### src/rtl/mix_pipe.sv
`default_nettype none
// ---------------------------------------------------------------------------
// mix_pipe : WIDTH-lane c17 NAND network + G21 XOR behind a DEPTH-stage
//            valid/ready pipeline, with MISR signature and saturating count.
// rev 1.0
// ---------------------------------------------------------------------------
module mix_pipe #(
  parameter int               WIDTH = 4,
  parameter int               DEPTH = 2,
  parameter int               SIG_W = 8,
  parameter logic [SIG_W-1:0] POLY  = 8'h1D
) (
  input  logic             clk,
  input  logic             rst_n,
  input  logic             clear,
  input  logic             in_valid,
  output logic             in_ready,
  input  logic [WIDTH-1:0] g1,
  input  logic [WIDTH-1:0] g2,
  input  logic [WIDTH-1:0] g3,
  input  logic [WIDTH-1:0] g4,
  input  logic [WIDTH-1:0] g5,
  output logic             out_valid,
  input  logic             out_ready,
  output logic [WIDTH-1:0] g16,
  output logic [WIDTH-1:0] g17,
  output logic [WIDTH-1:0] g21,
  output logic [SIG_W-1:0] sig,
  output logic [15:0]      count
);

  localparam int DW  = 3 * WIDTH;
  localparam int NSL = (DW + SIG_W - 1) / SIG_W;
  localparam int PW  = NSL * SIG_W;

  logic [WIDTH-1:0] n8, n9, n12, n15, n16, n17, n21;
  logic [DW-1:0]    net;

  always_comb begin
    n8  = ~(g1 & g3);
    n9  = ~(g3 & g4);
    n12 = ~(g2 & n9);
    n15 = ~(n9 & g5);
    n16 = ~(n8 & n12);
    n17 = ~(n12 & n15);
    n21 = n17 ^ (g1 & g5);
    net = {n21, n17, n16};
  end

  logic [DEPTH-1:0]         valid_q, valid_d;
  logic [DEPTH-1:0][DW-1:0] data_q, data_d;
  logic [DEPTH-1:0]         load, move;
  logic                     accept, retire;

  // Ready chain resolved from the output end back to stage 0 in one cycle.
  always_comb begin
    load = '0;
    move = '0;
    move[DEPTH-1] = valid_q[DEPTH-1] & out_ready;
    load[DEPTH-1] = ~valid_q[DEPTH-1] | move[DEPTH-1];
    for (int k = DEPTH - 2; k >= 0; k--) begin
      move[k] = valid_q[k] & load[k+1];
      load[k] = ~valid_q[k] | move[k];
    end
  end

  assign in_ready = rst_n & load[0];
  assign accept   = in_valid & in_ready;
  assign retire   = valid_q[DEPTH-1] & out_ready;

  always_comb begin
    valid_d = valid_q;
    data_d  = data_q;
    if (load[0]) begin
      valid_d[0] = accept;
      if (accept) data_d[0] = net;
    end
    for (int k = 1; k < DEPTH; k++) begin
      if (load[k]) begin
        valid_d[k] = valid_q[k-1];
        if (valid_q[k-1]) data_d[k] = data_q[k-1];
      end
    end
  end

  logic [SIG_W-1:0] sig_q, sig_d, fold;
  logic [15:0]      count_q, count_d;
  logic [PW-1:0]    pad;

  always_comb begin
    pad          = '0;
    pad[DW-1:0]  = data_q[DEPTH-1];
    fold         = '0;
    for (int s = 0; s < NSL; s++) fold ^= pad[s*SIG_W +: SIG_W];
    sig_d   = sig_q;
    count_d = count_q;
    // Clear takes priority: a word retiring in the same cycle is dropped.
    if (clear) begin
      sig_d   = '0;
      count_d = '0;
    end else if (retire) begin
      sig_d = {sig_q[SIG_W-2:0], 1'b0} ^ (sig_q[SIG_W-1] ? POLY : '0) ^ fold;
      if (count_q != 16'hFFFF) count_d = count_q + 16'd1;
    end
  end

  always_ff @(posedge clk) begin
    if (!rst_n) begin
      valid_q <= '0;
      data_q  <= '0;
      sig_q   <= '0;
      count_q <= '0;
    end else begin
      valid_q <= valid_d;
      data_q  <= data_d;
      sig_q   <= sig_d;
      count_q <= count_d;
    end
  end

  assign out_valid = valid_q[DEPTH-1];
  assign g16       = data_q[DEPTH-1][WIDTH-1:0];
  assign g17       = data_q[DEPTH-1][2*WIDTH-1:WIDTH];
  assign g21       = data_q[DEPTH-1][3*WIDTH-1:2*WIDTH];
  assign sig       = sig_q;
  assign count     = count_q;

endmodule
`default_nettype wire

### config.mk
export PLATFORM = sky130hd
export DESIGN_NAME = mix_pipe
export DESIGN_NICKNAME = d
export VERILOG_FILES = /design/src/rtl/mix_pipe.sv
export SDC_FILE = /design/constraint.sdc
export NUM_CORES = 1
export LEC_CHECK = 0
export CAP_MARGIN = 30
export CORE_AREA = 3 3 93 68
export CTS_BUF_LIST = sky130_fd_sc_hd__clkbuf_8
export CTS_CLUSTER_DIAMETER = 100
export CTS_CLUSTER_SIZE = 16
export DETAILED_ROUTE_END_ITERATION = 6
export DIE_AREA = 0 0 96 71
export GPL_ROUTABILITY_DRIVEN = 0
export GPL_TIMING_DRIVEN = 0
export PLACE_DENSITY = 0.74
export RECOVER_POWER = 25
export SLEW_MARGIN = 0
export SYNTH_ARGS = -nofsm -noshare
export SYNTH_HDL_FRONTEND = slang
export SYNTH_SLANG_ARGS = --single-unit
export TNS_END_PERCENT = 5
### constraint.sdc
create_clock -name clk -period 2.4 [get_ports clk]
set_clock_uncertainty 0.1 [all_clocks]
set_input_delay 0.24 -clock clk [delete_from_list [all_inputs] [get_ports clk]]
set_output_delay 0.24 -clock clk [all_outputs]
set_load 0.005 [all_outputs]
==> summary.md <==
| Metric | Value |
|---|---|
| Status | `complete, no violations` |
| Post-route ant nets | `0` |
| Origin of the worst setup path | `rst_n` |
| Via count | `2214` |
| Slew Limit Headroom | `67.2%` |
| CTS tree | `built` |
| Final Critical Period | `2090 ps` |
| First-pass GRT wire length | `9720 um` |
| Clock power frac | `32.0%` |
| Internal | `1.18 mW` |
| Required @ worst endpoint | `2060 ps` |
| Cts hold-fix bufs | `0` |
| Final #Nets | `371` |
| Vias in the first global route | `2019` |
| Detailed Routing Iterations Pass 1 | `4` |
| Area of the multi-input gates | `1330 um2` |
| R2r endpoint | `count[5]$_SDFFE_PP0P_` |
| Overall routed net length | `5830 um` |
| Pins Over Slew Limit | `0` |
| Synth-to-Final Area Change | `31.6%` |
| CP arrival | `1750 ps` |
| Hold Vio Cnt, Final | `0` |
| Least-Margin Pin Slew | `487 ps` |
| Reg power frac | `56.3%` |
| Worst setup SP type | `input pin` |
| Peak VDD IR | `0.000194 V` |
| Worst reg-to-reg setup slack | `340 ps` |
| Critical Path Fanout Max | `10` |
| Post-synth EDFFs | `0` |
| Die width | `96 um` |
| Seq cells post-synth | `50` |
| Root buffer cell | `clkbuf_8` |
| Worst hold path type | `in -> reg` |
| Initial drt markers | `114` |
| Switching Share | `23.7%` |
| H-tree levels | `2` |
| Post_cts resized | `0` |
| Die ar. | `6820 um2` |
| Post-synthesis cell count | `277` |
| Antenna Cells | `0` |
| Unrepaired setup endpoints after global routing | `false` |
| GRT Total Usage | `18.0%` |
| Synth unique cells | `45` |
| Vert. Die Dim | `71 um` |
| Setup crit end | `in_ready` |
| Vias/cell | `5.26` |
| Core area | `5610 um2` |
| Placed instance count | `413` |
| Final Non-Filler Cells | `421` |
| Clock Tree Buf Depth | `2` |
| Average wire per standard cell | `13.8 um` |
| Ys async rst share | `0%` |
| Static leakage | `1.27 nW` |
| Setup TNS | `0 ps` |
| Avg Inst Size Synth | `9.07 um2` |
| Main synth FF type | `dfxtp_1` |
| Port Buf Inserts | `61` |
| Total CTS buffers | `5` |
| Max-cap violations | `0` |
| Clk slew on worst S/H paths | `80 ps` |
| Fmax | `478 MHz` |
| Post-route DRC | `0` |
| Reg-to-reg startpoint | `count[1]$_SDFFE_PP0P_` |
| Power per cell area | `469 nW/um2` |
| Initial Util | `44.8%` |
| Clock latency on the worst-skew pair | `300 ps` |
| Share of layout cells above drive strength 1 | `11.8%` |
| Initial antenna violation count | `0` |
| Hold path depth | `3` |
| Yosys warns | `0` |
| Dpl ws | `246 ps` |
| Reg2reg path depth | `5` |
| Post-DP HPWL | `4560 um` |
| Endpoints failing setup | `0` |
| Crit path kind | `in -> out` |
| Fillers | `513` |
| Comb pwr share | `11.7%` |
| Seq/Total Area, Yosys | `39.8%` |
| Postcts setup bufs | `0` |
| Register area | `1000 um2` |
| # rows | `23` |
| Largest net degree at the start of global routing | `15` |
| Critical path capture point type | `output pin` |
| Final worst slack | `309 ps` |
| Clk sinks | `50` |
| Tcrit/Tclk final | `87.1%` |
| Syn Std Cell Area | `2510 um2` |
| Grt total ovfl | `0` |
| Syn Nets | `303` |
| Sw power | `0.368 mW` |
| I/O pin total | `63` |
[critical path, cell delays in order]
cell,delay [ps]
clkbuf_1,330
inv_1,200
clkbuf_1,270
a21oi_1,190
clkdlybuf4s50_1,520
[state kept, by name (all words and copies together), names as in the netlist]
register,cells
g21,4
g16,4
count,16
sig,8
g17,4
data_q,12
valid_q,2
[cell type report]
class,count,area share [%]
repair buffers,61,18.5
clock inverters,2,0.265
inverters,5,0.567
multi-input cells,197,40.1
plain buffers,25,5.03
clock buffers,6,2.50
flip-flops and latches,50,30.3
well taps,75,2.84
[kinds of logic (layout without fill, tap and decap cells)]
group           count (synthesis)  after routing  synth area share [%]
buf+inv                        30             99                  7.42
mux                            18             18                  7.52
fa+ha+maj                       1              1                 0.498
xor+xnor                       20             20                  6.97
simple gates                  105            105                  24.1
compound gates                 53             53                  13.6
flops                          50             50                  39.8
[worst min path at each step]
stage	startpoint	to	slack, ps
6_report	rst_n	data_q[9]$_SDFFE_PN0P_	290
5_1_grt	rst_n	data_q[10]$_SDFFE_PN0P_	320
4_1_cts	rst_n	data_q[9]$_SDFFE_PN0P_	300
3_5_place_dp	data_q[8]$_SDFFE_PN0P_	data_q[8]$_SDFFE_PN0P_	360
3_3_place_gp	data_q[4]$_SDFFE_PN0P_	data_q[4]$_SDFFE_PN0P_	360
2_1_floorplan	in_valid	valid_q[0]$_SDFFE_PN0P_	270
[synthesized netlist by cell type (5+ instances only)]
cell / instances / share of area (%)
inv_1: 5 / 0.75
buf_4: 13 / 3.9
or4_1: 7 / 2.1
a211oi_1: 6 / 1.8
nand4_1: 6 / 1.5
nor2_1: 28 / 4.2
nand3_1: 9 / 1.8
a21oi_1: 20 / 4.0
dfxtp_1: 50 / 40
xnor2_1: 18 / 6.3
mux2i_1: 14 / 5.6
nand2_1: 29 / 4.3
o21ai_0: 10 / 2.0
clkbuf_1: 7 / 1.0
[stage by stage]
step	hold slack, ps	instance area, um2	total power [mW]	util, %
final	287	3310	1.55	59.0
after global placement	356	3220	1.07	57.3
after global routing	325	3310	1.62	59.0
after CTS	300	3310	1.57	59.0
after floorplan	269	2510	0.988	-
after detailed placement	363	3220	1.08	57.3
[layout by cell type, fill, tap and decap left out, types with 2 or more instances in the layout]
| cell type | n |
|---|---|
| or4_1 | 7 |
| nor4_4 | 2 |
| nand4_1 | 6 |
| clkdlybuf4s50_1 | 48 |
| nand2b_1 | 2 |
| xnor2_1 | 18 |
| nand4_2 | 2 |
| mux2_2 | 3 |
| inv_1 | 6 |
| o21ai_0 | 10 |
| o41ai_1 | 2 |
| a21oi_1 | 20 |
| nand3b_1 | 2 |
| and4_1 | 2 |
| nand2_1 | 29 |
| nand4_4 | 2 |
| and2_1 | 2 |
| nor2_1 | 28 |
| o211ai_1 | 4 |
| a311oi_1 | 3 |
| dfxtp_1 | 50 |
| dlygate4sd3_1 | 13 |
| nand3_1 | 9 |
| a211oi_1 | 6 |
| clkbuf_8 | 6 |
| or3_1 | 2 |
| mux2i_1 | 14 |
| clkbuf_1 | 8 |
| buf_4 | 13 |
| buf_6 | 3 |
| or2_2 | 2 |
| o31ai_1 | 4 |
| xor2_1 | 2 |
[layer usage]
metal | vias up | global-route usage (%) | part of all wire [%]
met2 | 56 | 25.5 | 43
met5 | - | 0 | 0
li1 | 1125 | - | -
met1 | 1029 | 27.8 | 51
met3 | 4 | 3.51 | 5.6
met4 | 0 | 4.26 | 0.48
[power by group through the flow]
stage	combinational [mW]	sequential [mW]	clock, mW
after floorplan	0.102	0.885	0
after global placement	0.180	0.892	0
after detailed placement	0.183	0.894	0
after CTS	0.184	0.874	0.508
after global routing	0.201	0.876	0.546
final	0.181	0.874	0.497
Note: power is estimated with default switching activity, not from simulation.
==> RTL change 1, RTL diff (same settings) <==
Register the output `count` once more, with the module's reset; this adds one clock of latency there. The other outputs are not delayed to match.
--- a/src/rtl/mix_pipe.sv
+++ b/src/rtl/mix_pipe.sv
@@ -124,5 +124,11 @@
   assign g21       = data_q[DEPTH-1][3*WIDTH-1:2*WIDTH];
   assign sig       = sig_q;
-  assign count     = count_q;
+  always_ff @(posedge clk) begin
+    if (!rst_n) begin
+      count <= '0;
+    end else begin
+      count <= count_q;
+    end
+  end
 
 endmodule
Behaviour: not the same (Yosys sat finds a counterexample within 4 cycles, from zero or initial values and one cycle with rst_n low).
==> RTL change 1 against the unedited design <==
- wire length grew 9.8%
- clock power up 69%
- utilization is 6.9 points higher
- setup slack got worse by 0.070 ns
- area after synthesis rose by 11%
- first-iteration DRC count down 3.5%
- cell area is 12% higher
- synthesized cell count grew 10%
- global-route usage rose by 2.5 points
- sequential cell count grew 16
- critical path depth fell by 1
- sequential share of layout area increased by 5.5 points
- non-clock buffer count unchanged
- total power grew 40%
- critical endpoint unchanged
==> RTL change 1: results (changes against the unedited design) <==
Setup path
  • Largest fanout on the critical path: 15 (was 10)
  • Launch point of the worst reg-to-reg path: count_q[0] (was count[1])
  • Register-to-register setup slack: 0.50 ns (was 0.34 ns)
  • Arrival time at the worst endpoint: 1.82 ns (was 1.75 ns)

Global routing
  • Total Routing Usage GR: 20.4% (was 18.0%)
  • Met1 demand-to-capacity share in global routing: 29.4% (was 27.8%)
  • Met2 usage: 28.8% (was 25.5%)
  • Wire length of the first global-routing pass: 10.5 mm (was 9.72 mm)
  • Largest net degree at the start of global routing: 11 (was 15)
  • Number of global-route vias before repair: 2167 (was 2019)

Worst hold path
  • Worst hold path depth: 2 (was 3)
  • Min-delay worst type: reg -> reg (was in -> reg)

Cells and area
  • Share of cells above drive strength 1: 10.7% (was 11.8%)
  • Number of inverters outside the clock class in the layout: 6 (was 5)
  • Seq Cell Count: 66 (was 50)
  • Fraction of area in registers: 35.8% (was 30.3%)
  • Number of nets in the final layout: 403 (was 371)
  • Clock buffer and inverter area fraction after layout: 4.95% (was 2.76%)
  • Share of cell area taken by multi-input logic gates: 35.5% (was 40.1%)

Clocking
  • Number of CTS-inserted buffers: 9 (was 5)

Outcome
  • Outcome: complete, no violations (unchanged)

Placed design
  • Placed Instances: 442 (was 413)

Synth
  • Number of instances in the synthesized netlist: 305 (was 277)
  • Number of nets produced by synthesis: 331 (was 303)
  • Adder-cell area share of the yosys netlist: 0.447% (was 0.498%)
  • Post-synth top cells: 66 x dfxtp_1, 30 x nor2_1, 25 x nand2_1, 18 x xnor2_1, 16 x a21oi_1 (was 50 x dfxtp_1, 29 x nand2_1, 28 x nor2_1, 20 x a21oi_1, 18 x xnor2_1)
  • Multiplexer share of the synthesized area: 5.85% (was 7.52%)
  • Cell types with the largest area share after synthesis: dfxtp_1 47%, xnor2_1 5.6%, mux2i_1 4.6% (was dfxtp_1 40%, xnor2_1 6.3%, mux2i_1 5.6%)
  • Post-synthesis sequential area ratio: 47.2% (was 39.8%)

Route
  • Detail Route met3 WL: 475 µm (was 326 µm)
  • Wirelength per Cell: 14.0 µm (was 13.8 µm)
  • Routed length on met2: 2.68 mm (was 2.51 mm)
  • DR vias/cell: 5.21 (was 5.26)
-- RTL change 1: where the power goes --
group | internal (mW) | switching, mW
Combinational | 0.103 | 0.0868
Sequential | 1.12 | 0.0196
Clock | 0.449 | 0.394
-- RTL change 1: per-stage QoR --
stage | worst slack (ns) | total power, mW | hold slack [ns] | utilization (%)
after floorplan | 0.814 | 1.26 | 0.269 | -
after global placement | 0.0645 | 1.35 | 0.357 | 62.6
after detailed placement | 0.108 | 1.36 | 0.367 | 62.6
after CTS | 0.0836 | 2.19 | 0.381 | 65.9
after global routing | 0.0265 | 2.24 | 0.403 | 65.8
final | 0.240 | 2.17 | 0.379 | 65.8
-- RTL change 1: worst min path at each step --
stage | slack [ns] | startpoint | endpoint
finish | 0.38 | data_q[10] | data_q[10]
global placement | 0.36 | data_q[8] | data_q[8]
CTS | 0.38 | data_q[10] | data_q[10]
detailed placement | 0.37 | data_q[10] | data_q[10]
global route | 0.40 | data_q[7] | data_q[7]
floorplan | 0.27 | in_valid | valid_q[0]
==> RTL change 2, RTL diff (same flow settings) <==
Without the edit above. Change the parameter `DEPTH` from 2 to 1.
--- a/src/rtl/mix_pipe.sv
+++ b/src/rtl/mix_pipe.sv
@@ -7,5 +7,5 @@
 module mix_pipe #(
   parameter int               WIDTH = 4,
-  parameter int               DEPTH = 2,
+  parameter int               DEPTH = 1,
   parameter int               SIG_W = 8,
   parameter logic [SIG_W-1:0] POLY  = 8'h1D
Function: changed (Yosys sat finds a counterexample within 4 cycles, from zero or initial values and one cycle with rst_n low).
==> RTL change 2 against the unedited design <==
- total power fell by 18%
- critical path depth rose by 1
- synthesized cell count fell by 23%
- count of clock-buffer cells in the layout did not move
- cell area fell by 21%
- combinational power rose by 4%
- setup slack got worse by 0.047 ns
- area after synthesis fell by 28%
- first-iteration DRC count fell by 31%
- clock power fell by 13%
- wire length fell by 15%
- sequential cell count fell by 13
- critical path type is now in -> reg
- largest power group unchanged
- highest routed layer unchanged
==> RTL change 2: results (changes against the unedited design) <==
Synth
  • Xor/xnor share of the synthesized area: 9.66% (was 6.97%)
  • Cell types with the largest area share after synthesis: dfxtp_1 41%, xnor2_1 8.2%, nand2_1 4.6% (was dfxtp_1 40%, xnor2_1 6.3%, mux2i_1 5.6%)
  • Post-synthesis compound-gate area fraction: 19.6% (was 13.6%)
  • Post-synth top cells: 37 x dfxtp_1, 22 x nand2_1, 17 x nor2_1, 17 x xnor2_1, 13 x a21oi_1 (was 50 x dfxtp_1, 29 x nand2_1, 28 x nor2_1, 20 x a21oi_1, 18 x xnor2_1)
  • Syn Area/Cell: 8.52 µm² (was 9.07 µm²)
  • Asr flop ratio synth: 0% (unchanged)
  • Number of nets produced by synthesis: 239 (was 303)
  • Number of warning messages in the yosys log: 0 (unchanged)
  • Post-synthesis sequential area ratio: 40.8% (was 39.8%)
  • Number of distinct standard cells referenced by the synthesized netlist: 40 (was 45)
  • Multiplexer share of the synthesized area: 1.17% (was 7.52%)
  • Adder-cell area share of the yosys netlist: 0.690% (was 0.498%)

Clocking
  • Maximum clock insertion buffer count: 2 (unchanged)
  • Number of CTS-inserted buffers: 5 (unchanged)
  • Number of H-tree levels: 2 (unchanged)
  • Buffer type at the clock tree root: clkbuf_8 (unchanged)
  • Clock-pin slew reported for the worst setup and hold paths after clock tree synthesis: 0.07 ns
  • Worst-Skew Late Latency: 0.28 ns (was 0.30 ns)

Route
  • First-pass iteration count of the detailed router: 4 (unchanged)
  • DR vias/cell: 5.04 (was 5.26)
  • First DRT Iteration DRCs: 79 (was 114)
  • Wirelength per Cell: 13.9 µm (was 13.8 µm)
  • Drc violations: 0 (unchanged)
  • Routed WL: 4.95 mm (was 5.83 mm)

Cells and area
  • Share of cells above drive strength 1: 5.34% (was 11.8%)
  • Number of nets in the final layout: 307 (was 371)
  • Number of flip-flops in the largest register: 16 (unchanged)

Setup path
  • Worst stage delay on the critical path: 0.57 ns (was 0.52 ns)
  • CP max stage cell: or4_1 (was clkdlybuf4s50_1)
  • Arrival time at the worst endpoint: 2.25 ns (was 1.75 ns)

Timing
  • Least-Margin Pin Slew: 0.801 ns (was 0.487 ns)

Global routing
  • Number of global-route vias before repair: 1702 (was 2019)
  • Total Routing Usage GR: 15.2% (was 18.0%)
  • Wire length of the first global-routing pass: 8.13 mm (was 9.72 mm)
  • Largest net degree at the start of global routing: 11 (was 15)

Power and ir drop
  • Static leakage: 0.893 nW (was 1.27 nW)
  • Max IR drop VDD: 0.193 mV (was 0.194 mV)

Placed design
  • Placed Instances: 349 (was 413)
  • Placed wire-length estimate: 3.81 mm (was 4.56 mm)
  • Placed standard-cell area: 2520 µm² (was 3220 µm²)

Outcome
  • Outcome: complete, no violations (unchanged)
-- RTL change 2: changes by cell type after synthesis, sizes merged, moves of 5 or more --
cell	delta
a21oi	-8
buf	-18
dfxtp	-13
mux2i	-13
nand2	-7
nand4	-5
nor2	-11
nor3	+6
-- RTL change 2: path summary, 6_finish.rpt --
| check | startpoint | endpoint | slack [ns] | depth (start not counted) |
|---|---|---|---|---|
| worst max-delay path | out_ready | count[15] | 0.26 | 6 |
| worst min-delay path | rst_n | data_q[8] | 0.33 | 2 |
| worst max register to register | count[0] | count[9] | 0.33 | 5 |
| worst min register to register | sig[4] | sig[4] | 0.39 | 2 |
-- RTL change 2: kinds of logic (layout without fill, tap and decap cells) --
family          Yosys count  count (layout)
compound gates           52              52
xor+xnor                 20              20
fa+ha+maj                 1               1
buf+inv                  14              82
flops                    37              37
mux                       2               2
simple gates             87              87
-- RTL change 2: cell type report --
type                       instances  area [µm²]
buffer                             8        30.0
multi-input combinational        162        1030
clock buffer                       6        82.6
tap                               75        93.8
timing repair buffer              61         611
inverter                           6        22.5
clock inverter                     1        3.75
fill                             552        3000
sequential                        37         741
-- RTL change 2: where the power goes --
| part | total (mW) | switching, mW | internal, mW |
|---|---|---|---|
| clock | 0.431 | 0.207 | 0.224 |
| sequential | 0.651 | 0.0176 | 0.633 |
| combinational | 0.188 | 0.0813 | 0.106 |
| total | 1.27 | 0.306 | 0.963 |
-- RTL change 2: metrics by stage --
stage	worst slack, ns	hold slack (ns)	total power [mW]
4_1_cts	0.267	0.313	1.29
3_3_place_gp	-0.0263	0.368	0.855
5_1_grt	0.00133	0.338	1.33
6_report	0.262	0.329	1.27
3_5_place_dp	-0.0173	0.383	0.859
2_1_floorplan	0.621	0.269	0.752
-- RTL change 2: critical path: cells and delay by family --
family | cells | cell delay (ns)
AO/OA/AOI/OAI | 1 | 0.14
buffers and inverters | 2 | 0.84
AND/OR/NAND/NOR | 3 | 1.02
-- RTL change 2: layer usage --
metal / vias up / track usage (%) / wire [µm]
met5: - / 0 / 0
met1: 837 / 21.8 / 2520
met3: 5 / 4.99 / 295
met4: 0 / 5.84 / 51
li1: 912 / - / -
met2: 40 / 20.9 / 2080
